**config.mk**
```make
export PLATFORM = sky130hd
export DESIGN_NAME = game_sequencer
export DESIGN_NICKNAME = d
export VERILOG_FILES = /design/src/rtl/game_sequencer.sv
export SDC_FILE = /design/constraint.sdc
export NUM_CORES = 1
export LEC_CHECK = 0
export ABC_AREA = 1
export CORE_MARGIN = 10
export CORE_UTILIZATION = 38
export DETAILED_ROUTE_END_ITERATION = 16
export PLACE_DENSITY = 0.61
export SLEW_MARGIN = 20
export SYNTH_ARGS = -nofsm -noshare
export SYNTH_HDL_FRONTEND = slang
export SYNTH_SLANG_ARGS = --single-unit
export TNS_END_PERCENT = 20
```
**constraint.sdc**
```tcl
create_clock -name clk -period 3.8 [get_ports clk]
set_clock_uncertainty 0.15 [all_clocks]
set_input_delay 0.95 -clock clk [delete_from_list [all_inputs] [get_ports clk]]
set_output_delay 0.95 -clock clk [all_outputs]
set_load 0.005 [all_outputs]
```
**src/rtl/game_sequencer.sv**
```systemverilog
`default_nettype none
// ============================================================================
// Module   : game_sequencer
// Purpose  : Sequences one play of a song. It runs the start countdown,
//            follows the consecutive-miss streak and ends the game as
//            cleared (song done) or failed (miss limit). It also drives the
//            shared pause/stop controls of the song, display, gameplay and
//            scoring blocks.
// Options  : define RESUME_COUNTDOWN_EN to rerun the countdown when the game
//            leaves PAUSED, instead of resuming play immediately.
// Revision : 1.0 - initial release
// ============================================================================
module game_sequencer #(
  parameter int TICK_DIV   = 50000000,  // clk cycles per countdown second
  parameter int COUNT_SECS = 3,         // countdown length, 0..15
  parameter int MISS_LIMIT = 8          // consecutive misses to fail, 1..15
) (
  input  logic       clk,
  input  logic       reset,
  input  logic       start,
  input  logic       pause_sw,
  input  logic       stop_sw,
  input  logic       note_hit,
  input  logic       note_miss,
  input  logic       song_done,
  output logic       run_pause,
  output logic       run_stop,
  output logic       score_clear,
  output logic [2:0] state,
  output logic [3:0] countdown,
  output logic [3:0] miss_streak,
  output logic       game_over,
  output logic       cleared
);

  localparam int         TW         = (TICK_DIV > 1) ? $clog2(TICK_DIV) : 1;
  localparam logic [TW-1:0] TICK_LAST = TW'(TICK_DIV - 1);
  localparam logic [3:0] COUNT_INIT = 4'(COUNT_SECS);
  localparam logic [3:0] MISS_LIM   = 4'(MISS_LIMIT);

  typedef enum logic [2:0] {
    IDLE      = 3'd0,
    COUNTDOWN = 3'd1,
    PLAYING   = 3'd2,
    PAUSED    = 3'd3,
    CLEARED   = 3'd4,
    FAILED    = 3'd5
  } state_t;

  state_t        cur_state;
  logic [TW-1:0] tick;
  logic          start_q;
  logic          start_rise;
  logic [3:0]    miss_next;

  // Only a fresh press starts a game; a held button does nothing.
  assign start_rise = start & ~start_q;

  // Saturating increment of the miss streak.
  assign miss_next = (miss_streak == 4'd15) ? 4'd15 : miss_streak + 4'd1;

  // Main sequencer: state, countdown timer, miss streak and score-clear pulse.
  always_ff @(posedge clk) begin
    if (reset) begin
      cur_state   <= IDLE;
      countdown   <= 4'd0;
      miss_streak <= 4'd0;
      score_clear <= 1'b0;
      tick        <= '0;
      start_q     <= 1'b1;  // a start held through reset must not fire
    end else begin
      start_q     <= start;
      score_clear <= 1'b0;
      if (stop_sw && (cur_state != IDLE)) begin
        cur_state   <= IDLE;
        countdown   <= 4'd0;
        miss_streak <= 4'd0;
        tick        <= '0;
      end else begin
        case (cur_state)
          IDLE: begin
            if (start_rise && !stop_sw) begin
              cur_state   <= COUNTDOWN;
              countdown   <= COUNT_INIT;
              tick        <= '0;
              miss_streak <= 4'd0;
              score_clear <= 1'b1;
            end
          end
          COUNTDOWN: begin
            if (COUNT_SECS == 0) begin
              cur_state <= PLAYING;
            end else if (tick == TICK_LAST) begin
              tick      <= '0;
              countdown <= countdown - 4'd1;
              if (countdown == 4'd1) begin
                cur_state <= PLAYING;
              end
            end else begin
              tick <= tick + TW'(1);
            end
          end
          PLAYING: begin
            if (song_done) begin
              cur_state <= CLEARED;
            end else if (note_hit) begin
              miss_streak <= 4'd0;
            end else if (note_miss) begin
              miss_streak <= miss_next;
              if (miss_next == MISS_LIM) begin
                cur_state <= FAILED;
              end
            end else if (pause_sw) begin
              cur_state <= PAUSED;
            end
          end
          PAUSED: begin
            if (!pause_sw) begin
`ifdef RESUME_COUNTDOWN_EN
              cur_state <= COUNTDOWN;
              countdown <= COUNT_INIT;
              tick      <= '0;
`else
              cur_state <= PLAYING;
`endif
            end
          end
          CLEARED, FAILED: begin
            if (start_rise) begin
              cur_state   <= COUNTDOWN;
              countdown   <= COUNT_INIT;
              tick        <= '0;
              miss_streak <= 4'd0;
              score_clear <= 1'b1;
            end
          end
          default: begin
            // Unused encodings fall back to a safe idle state.
            cur_state <= IDLE;
          end
        endcase
      end
    end
  end

  // Moore decode of the state register; unused codes look like IDLE.
  assign state     = cur_state;
  assign run_stop  = (cur_state == IDLE) || (state > 3'd5);
  assign run_pause = (cur_state != PLAYING);
  assign game_over = (cur_state == CLEARED) || (cur_state == FAILED);
  assign cleared   = (cur_state == CLEARED);

endmodule
`default_nettype wire

```
==> impl_metrics.ini, run 1 <==
[status]
status = complete, no violations

[logic_synthesis]
synth_cells = 381
ys_top_cells_by_area = dfxtp_1 (32%), nand2_1 (14%), nor2_1 (12%)
ys_ff_latch = 39
synth_top_area_share_pct = 32.1
async_flop_share_pct = 0
avgSynthCellArea_um2 = 6.37
synth_top_family_by_area = simple AND/OR/NAND/NOR gates
yosys.area_share.simple_pct = 46.1
synth_top_cell_by_area = dfxtp_1
ys_seq_area_share_pct = 32.1
yosysUniqueCellTypes = 33
synth_nets = 393
synth-compound-area-share_pct = 8.71
synth_common_cells = nand2_1 (88), nor2_1 (78), dfxtp_1 (39), inv_1 (39), nand3_1 (29)
synth-xor-area-share_pct = 1.80
yosys.area_share.adder_pct = 2.06
synth.most_common_cell = nand2_1
muxShareOfSynthArea_pct = 0
yosysWarnings = 0
synth_edf_count = 0
synth-main-ff-cell = dfxtp_1
synth.cell_area_mm2 = 0.00243

[routing]
wl_mm = 5.88
initialDrtViolationCount = 127
drtAntennaViolNets = 0
drt-wirelength-per-cell_um = 12.2
via_count = 2400
drc = 0
via_per_inst = 4.97
dr.pass1.iters = 4

[sta]
tns_ns = 0
fin_crit_ns = 2.88
hold_viol = 0
layout_setup_ws_ns = 0.920
final-max-slew-violation-count = 0
rsz0062_at_grt = no
fmax_mhz = 347
max-slew-margin-rel_pct = 56.6
tightest_slew_ns = 0.649
hold_ws_ns = 0.339
finalSetupViolCount = 0
fin_crit_sh_pct = 75.8

[final_layout]
utilization_pct = 44.7
multi_input_area_mm2 = 0.00142
n_fill_cell = 697
drive_gt1_share_pct = 9.61
seq_area_um2 = 781
fin_nets = 417
synthToLayoutAreaGrowth_pct = 15.6
num_antenna_cells = 0

[setup_path]
crit_path_max_fanout = 11
slowest_stage = dfxtp_1
startpoint_type = flip-flop
worstSetupEndpointType = primary output
rr_endpoint = tick[12]
crit_chain = inv_2, nand3_1, o21ai_0, clkdlybuf4s50_1
cp.required_ns = 2.70
cp.arrival_ns = 1.78
r2r_start = state[2]
ff2ff_path_depth = 7
worst-setup-path-type = reg -> out
slowest_delay_ns = 0.65
rrSetupSlack_ns = 1.73

[die]
num_rows = 29
fp.dieW_um = 99.9
start_util_pct = 38.7
design.core.area_mm2 = 0.00628
io_pins = 24
die_height_um = 99.9
dieArea_mm2 = 0.00999

[clock_tree]
ctsHoldBuffers = 0
cts-resized-gates = 0
clock_sinks = 39
cts_buffers = 5
h-tree-depth = 2
tritoncts = built
cts_setup_buffers = 0
root_buffer = clkbuf_8
clockBufferDepth = 2
path_clk_slew_ns = 0.07
clock_latency_ns = 0.30

[power_and_ir_drop]
power_density_mw_per_mm2 = 516
swShare_pct = 40.6
p_int_uw = 860
seq_power_share_pct = 36.0
ir_drop_uv = 308
power_frac_clock_pct = 21.8
pwr-share-comb_pct = 42.2
power_uw = 1450
p_switching_uw = 588
p_leak_uw = 0.00105

[worst_hold_path]
min_to = tick[1]
min_from = tick[1]
hold_path.class = reg -> reg
hold_depth = 2

[global_routing]
grt_util_all_layers_pct = 12.0
grt_pass1_vias = 2167
grt_max_degree = 24
grt_pass1_wl_mm = 10.1
grt_overflow = 0
antenna_found_initial = 0

[placed_design]
gp_congestion = 0.835
dp_hpwl_mm = 4.45
io_buffers = 23
dpl_worst_slack_ns = 0.732

[run]
drv_cap = 0
## critical path, delay by kind of cell, from the launching register on
family | cells | cell delay (ns)
AND/OR/NAND/NOR | 1 | 0.17
buffers and inverters | 2 | 0.56
AO/OA/AOI/OAI | 1 | 0.10
flip-flops | 1 | 0.65
## worst max path at each step
| stage | from | cells past startpoint | to |
|---|---|---|---|
| CTS | state[1] | 4 | run_stop |
| global placement | start | 8 | tick[18] |
| detailed placement | start | 8 | tick[18] |
| floorplan | start | 8 | tick[4] |
| global route | state[1] | 4 | run_stop |
| finish | state[1] | 4 | run_stop |
## logic make-up after synthesis
logic type / count (synthesis)
simple gates: 248
buf+inv: 52
flops: 39
compound gates: 33
xor+xnor: 5
fa+ha+maj: 4
## power groups by stage
stage	Sequential (uW)	Combinational (uW)	Clock, uW
after global placement	531	612	0
after CTS	522	617	325
final	521	611	316
after detailed placement	531	613	0
after floorplan	515	434	0
after global routing	530	688	340
## layout make-up
type | instances | area share, %
timing repair buffer | 24 | 8.47
clock buffer | 8 | 3.57
sequential | 39 | 27.8
multi-input combinational | 290 | 50.7
tap | 77 | 3.43
inverter | 45 | 6.02
## per-layer routing
| layer | track usage, % | share of wire, % |
|---|---|---|
| met1 | 15.4 | 48 |
| met2 | 18.8 | 45 |
| met3 | 4.12 | 5.1 |
| met4 | 3.31 | 1.2 |
| met5 | 0 | 0 |
## per-stage QoR
step	cell area (um2)	cells
detailed placement	2710	475
finish	2810	483
floorplan	2430	381
global route	2810	483
global placement	2710	475
CTS	2810	483
## registers in the layout, indices dropped and copies added (netlist names)
| name | count |
|---|---|
| state | 3 |
| start_q | 1 |
| countdown | 4 |
| score_clear | 1 |
| miss_streak | 4 |
| tick | 26 |
## placed cells by master, fill, tap and decap left out, drive strengths merged
| master | instances |
|---|---|
| xnor2 | 1 |
| clkbuf | 8 |
| nor3 | 16 |
| nand2 | 95 |
| o21ai | 10 |
| nand3b | 2 |
| ha | 4 |
| buf | 1 |
| xor2 | 4 |
| a211oi | 1 |
| nor2 | 85 |
| o22ai | 1 |
| nand3 | 32 |
| a21oi | 16 |
| o21bai | 4 |
| and3 | 1 |
| o211ai | 1 |
| or2 | 3 |
| clkdlybuf4s50 | 23 |
| nand4 | 14 |
| dfxtp | 39 |
| inv | 45 |
(Power assumes the default switching activity.)
==> inputs of run 2 (changes only) <==
- clock period: 3.8 -> 2.7 ns (I/O delays scaled with it)
==> run 2 against run 1 <==
Against the previous run: largest power group unchanged; cell count rose by 0.83%; critical endpoint unchanged; count of clock-buffer cells in the layout decreased by 1; worst setup slack worse by 0.63 ns; utilization grew 0.18 points; first-iteration DRC count rose by 20%; via count is 0.92% lower.
==> impl_metrics.ini, run 2 (synthesis gave the netlist of run 1 again) <==
[status]
status = complete, no violations

[clock_tree]
clockBufferDepth = 2
clock_latency_ns = 0.30
cts_setup_buffers = 0
h-tree-depth = 2
root_buffer = clkbuf_8
clock_sinks = 39
cts-resized-gates = 0
path_clk_slew_ns = 0.07
cts_buffers = 5
ctsHoldBuffers = 0
tritoncts = built

[placed_design]
dp_hpwl_mm = 4.43
io_buffers = 23
post-place-cells = 479
gp_congestion = 0.834
dpl_worst_slack_ns = 0.144

[power_and_ir_drop]
ir_drop_uv = 590
p_leak_uw = 0.00106
power_frac_clock_pct = 19.2
seq_power_share_pct = 35.9
power_uw = 2020
pwr-share-comb_pct = 44.8
p_switching_uw = 835
p_int_uw = 1190
swShare_pct = 41.3
power_density_mw_per_mm2 = 717

[global_routing]
grt_pass1_wl_mm = 9.72
grt_pass1_vias = 2096
antenna_found_initial = 0
grt_overflow = 0
grt_util_all_layers_pct = 11.6
grt_max_degree = 15

[sta]
layout_setup_ws_ns = 0.291
fin_crit_sh_pct = 89.2
final-max-slew-violation-count = 0
max-slew-margin-rel_pct = 76.4
fmax_mhz = 415
rsz0062_at_grt = no
fin_crit_ns = 2.41
tightest_slew_ns = 0.354
tns_ns = 0
hold_viol = 0
finalSetupViolCount = 0

[setup_path]
rrSetupSlack_ns = 0.63
slowest_stage = clkdlybuf4s50_1
cp.arrival_ns = 1.58
ff2ff_path_depth = 10
startpoint_type = flip-flop
r2r_start = tick[1]
crit_path_max_fanout = 8
slowest_delay_ns = 0.53
crit_chain = inv_2, nand3_1, o21ai_0, clkdlybuf4s50_1
cp.required_ns = 1.88
worst-setup-path-type = reg -> out
rr_endpoint = tick[12]
worstSetupEndpointType = primary output

[final_layout]
regMostFlops = tick
utilization_pct = 44.9
drive_gt1_share_pct = 10.2
fin_nets = 421
largest_register_ff_count = 26
fin_cells = 487
layout.cells.most_common_list = nand2_1 (88), nor2_1 (78), inv_1 (39), dfxtp_1 (39), nand3_1 (29)
layout_commonest_cell = nand2_1
n_fill_cell = 657
synthToLayoutAreaGrowth_pct = 16.1
reg.largest.list = tick (26), countdown (4), miss_streak (4)
num_antenna_cells = 0

[worst_hold_path]
hold_path.class = reg -> reg
hold_depth = 2
min_to = tick[1]
min_from = tick[1]

[run]
drv_cap = 0

[die]
num_rows = 29
die_height_um = 99.9
start_util_pct = 38.7
fp.dieW_um = 99.9
dieArea_mm2 = 0.00999
io_pins = 24
design.core.area_mm2 = 0.00628

[routing]
dr.pass1.iters = 4
drc = 0
wl_mm = 5.79
initialDrtViolationCount = 153
drtAntennaViolNets = 0
via_count = 2378
via_per_inst = 4.88
drt-wirelength-per-cell_um = 11.9
-- run 2: cell count changes in the layout (fill, tap and decap cells not counted) --
cell / delta
clkbuf_1: +1
buf_4: +4
clkinv_2: +1
clkbuf_8: -2
-- run 2: layer usage --
layer | GRT usage (%) | vias to the layer above | wire length (um)
li1 | - | 1280 | -
met1 | 14.8 | 1049 | 2830
met2 | 18.1 | 42 | 2580
met3 | 3.85 | 7 | 313
met4 | 3.64 | 0 | 68
met5 | 0 | - | 0
-- run 2: cell type report --
cell class	instances	area, um2	area share [%]
clock buffer	7	76.3	2.71
tap	77	96.3	3.42
sequential	39	781	27.7
multi-input combinational	290	1420	50.5
timing repair buffer	28	268	9.50
inverter	45	169	5.99
clock inverter	1	5.00	0.178
-- run 2: worst max-delay path by stage --
stage | from | to | depth (start not counted)
4_1_cts | state[2] | run_stop | 4
2_1_floorplan | start | tick[4] | 8
5_1_grt | state[2] | run_stop | 4
6_report | state[2] | run_stop | 4
3_5_place_dp | start | tick[7] | 10
3_3_place_gp | start | tick[7] | 10
-- run 2: worst max-delay path, delay by kind of cell (launching register included) --
kind / cells / cell delay (ns)
compound gates: 1 / 0.11
buf+inv: 2 / 0.67
flops: 1 / 0.36
simple gates: 1 / 0.16
-- run 2: stage by stage --
stage,instance area [um2],hold slack (ns)
3_5_place_dp,2740,0.330
6_report,2820,0.341
4_1_cts,2820,0.342
3_3_place_gp,2740,0.324
2_1_floorplan,2430,0.311
5_1_grt,2820,0.379
-- run 2: power by group through the flow --
stage	combinational, uW	sequential, uW	clock (uW)
3_5_place_dp	910	739	0
6_report	906	727	389
2_1_floorplan	611	725	0
4_1_cts	915	727	405
5_1_grt	1020	740	424
3_3_place_gp	907	740	0
==> inputs of run 3 (changes only) <==
- PLACE_DENSITY: 0.61 -> default
- PLACE_DENSITY_LB_ADDON: default -> 0.2
==> run 3 against run 2 <==
Against the previous run: combinational power about the same; global-route usage up 0.29 points; cell count unchanged; fmax up 1.1%; die area is the same; sequential cell count unchanged; final area is essentially flat; utilization hardly changed; critical endpoint unchanged; highest routed layer unchanged.
==> impl_metrics.ini, run 3 (synthesis gave the netlist of run 1 again) <==
[status]
status = complete, no violations

[sta]
hold_ws_ns = 0.341
fin_crit_sh_pct = 88.3
final-max-slew-violation-count = 0
tightest_slew_ns = 0.344
fin_crit_ns = 2.38
rsz0062_at_grt = no
fmax_mhz = 419
hold_viol = 0
max-slew-margin-rel_pct = 77.0
tns_ns = 0
finalSetupViolCount = 0

[clock_tree]
cts-resized-gates = 0
clockBufferDepth = 2
tritoncts = built
path_clk_slew_ns = 0.07
ctsHoldBuffers = 0
h-tree-depth = 2
cts_buffers = 5
cts_setup_buffers = 0
root_buffer = clkbuf_8
clock_sinks = 39
clock_latency_ns = 0.29

[final_layout]
regMostFlops = tick
fin_nets = 421
synthToLayoutAreaGrowth_pct = 16.2
layout_commonest_cell = nand2_1
n_fill_cell = 682
layout.cells.most_common_list = nand2_1 (88), nor2_1 (78), inv_1 (39), dfxtp_1 (39), nand3_1 (29)
utilization_pct = 44.9
reg.largest.list = tick (26), countdown (4), miss_streak (4)
final_area_mm2 = 0.00282
drive_gt1_share_pct = 10.7
num_antenna_cells = 0
largest_register_ff_count = 26

[die]
fp.dieW_um = 99.9
io_pins = 24
dieArea_mm2 = 0.00999
start_util_pct = 38.7
design.core.area_mm2 = 0.00628
die_height_um = 99.9
num_rows = 29

[setup_path]
crit_path_max_fanout = 8
crit_chain = inv_2, nand3_1, o21ai_0, clkdlybuf4s50_1
slowest_delay_ns = 0.52
slowest_stage = clkdlybuf4s50_1
cp.arrival_ns = 1.56
ff2ff_path_depth = 10
worst-setup-path-type = reg -> out
cp.required_ns = 1.88
startpoint_type = flip-flop
worstSetupEndpointType = primary output

[routing]
via_per_inst = 4.87
via_count = 2370
initialDrtViolationCount = 124
drt-wirelength-per-cell_um = 12.0
drtAntennaViolNets = 0
wl_mm = 5.87
drc = 0
dr.pass1.iters = 4

[global_routing]
grt_pass1_vias = 2215
grt_max_degree = 15
grt_overflow = 0
antenna_found_initial = 0
grt_util_all_layers_pct = 11.9
grt_pass1_wl_mm = 10.1

[power_and_ir_drop]
ir_drop_uv = 420
p_int_uw = 1180
power_frac_clock_pct = 19.0
power_uw = 2020
p_switching_uw = 833
swShare_pct = 41.3
seq_power_share_pct = 36.1
power_density_mw_per_mm2 = 715
pwr-share-comb_pct = 44.9
p_leak_uw = 0.00106

[placed_design]
gp_congestion = 0.827
io_buffers = 23
dp_hpwl_mm = 4.50
place_area_mm2 = 0.00274

[run]
drv_cap = 0

[worst_hold_path]
hold_path.class = reg -> reg
hold_depth = 2
-- run 3: cell count changes in the layout (fill, tap and decap cells not counted) --
cell,previous run,this run
clkinv_2,1,3
clkbuf_1,2,0
-- run 3: metal layers --
layer	part of all wire, %	up-vias	track usage [%]
met5	0	-	0
met4	0.43	0	2.98
met3	4.5	2	3.30
met2	46	34	19.4
met1	49	1060	15.1
li1	-	1274	-
-- run 3: final timing paths --
check | start | slack (ns) | endpoint
worst min register to register | tick[1] | 0.34 | tick[1]
worst max register to register | tick[1] | 0.63 | tick[13]
worst max-delay path | state[2] | 0.32 | run_stop
worst min-delay path | tick[1] | 0.34 | tick[1]
-- run 3: metrics by stage --
step                std cells  setup slack (ns)
CTS                       487             0.294
global route              487             0.232
finish                    487             0.316
global placement          479             0.214
floorplan                 381             0.923
detailed placement        479             0.145
-- run 3: layout make-up --
| type | count | area, um2 | area share, % |
|---|---|---|---|
| Multi-Input combinational cell | 290 | 1420 | 50.5 |
| Clock buffer | 5 | 68.8 | 2.44 |
| Timing Repair Buffer | 28 | 268 | 9.49 |
| Tap cell | 77 | 96.3 | 3.41 |
| Inverter | 45 | 169 | 5.99 |
| Clock inverter | 3 | 15.0 | 0.532 |
| Sequential cell | 39 | 781 | 27.7 |
-- run 3: power by group through the flow --
stage / clock network (uW) / logic, uW / registers, uW
2_1_floorplan: 0 / 611 / 725
6_report: 383 / 906 / 728
4_1_cts: 399 / 915 / 729
3_3_place_gp: 0 / 908 / 740
5_1_grt: 418 / 1020 / 740
3_5_place_dp: 0 / 909 / 739
-- run 3: critical path, delay by kind of cell, from the launching register on --
family | cells | cell delay, ns
DFF | 1 | 0.36
AOI/OAI and AO/OA | 1 | 0.10
buffers and inverters | 2 | 0.66
and+or+nand+nor | 1 | 0.15
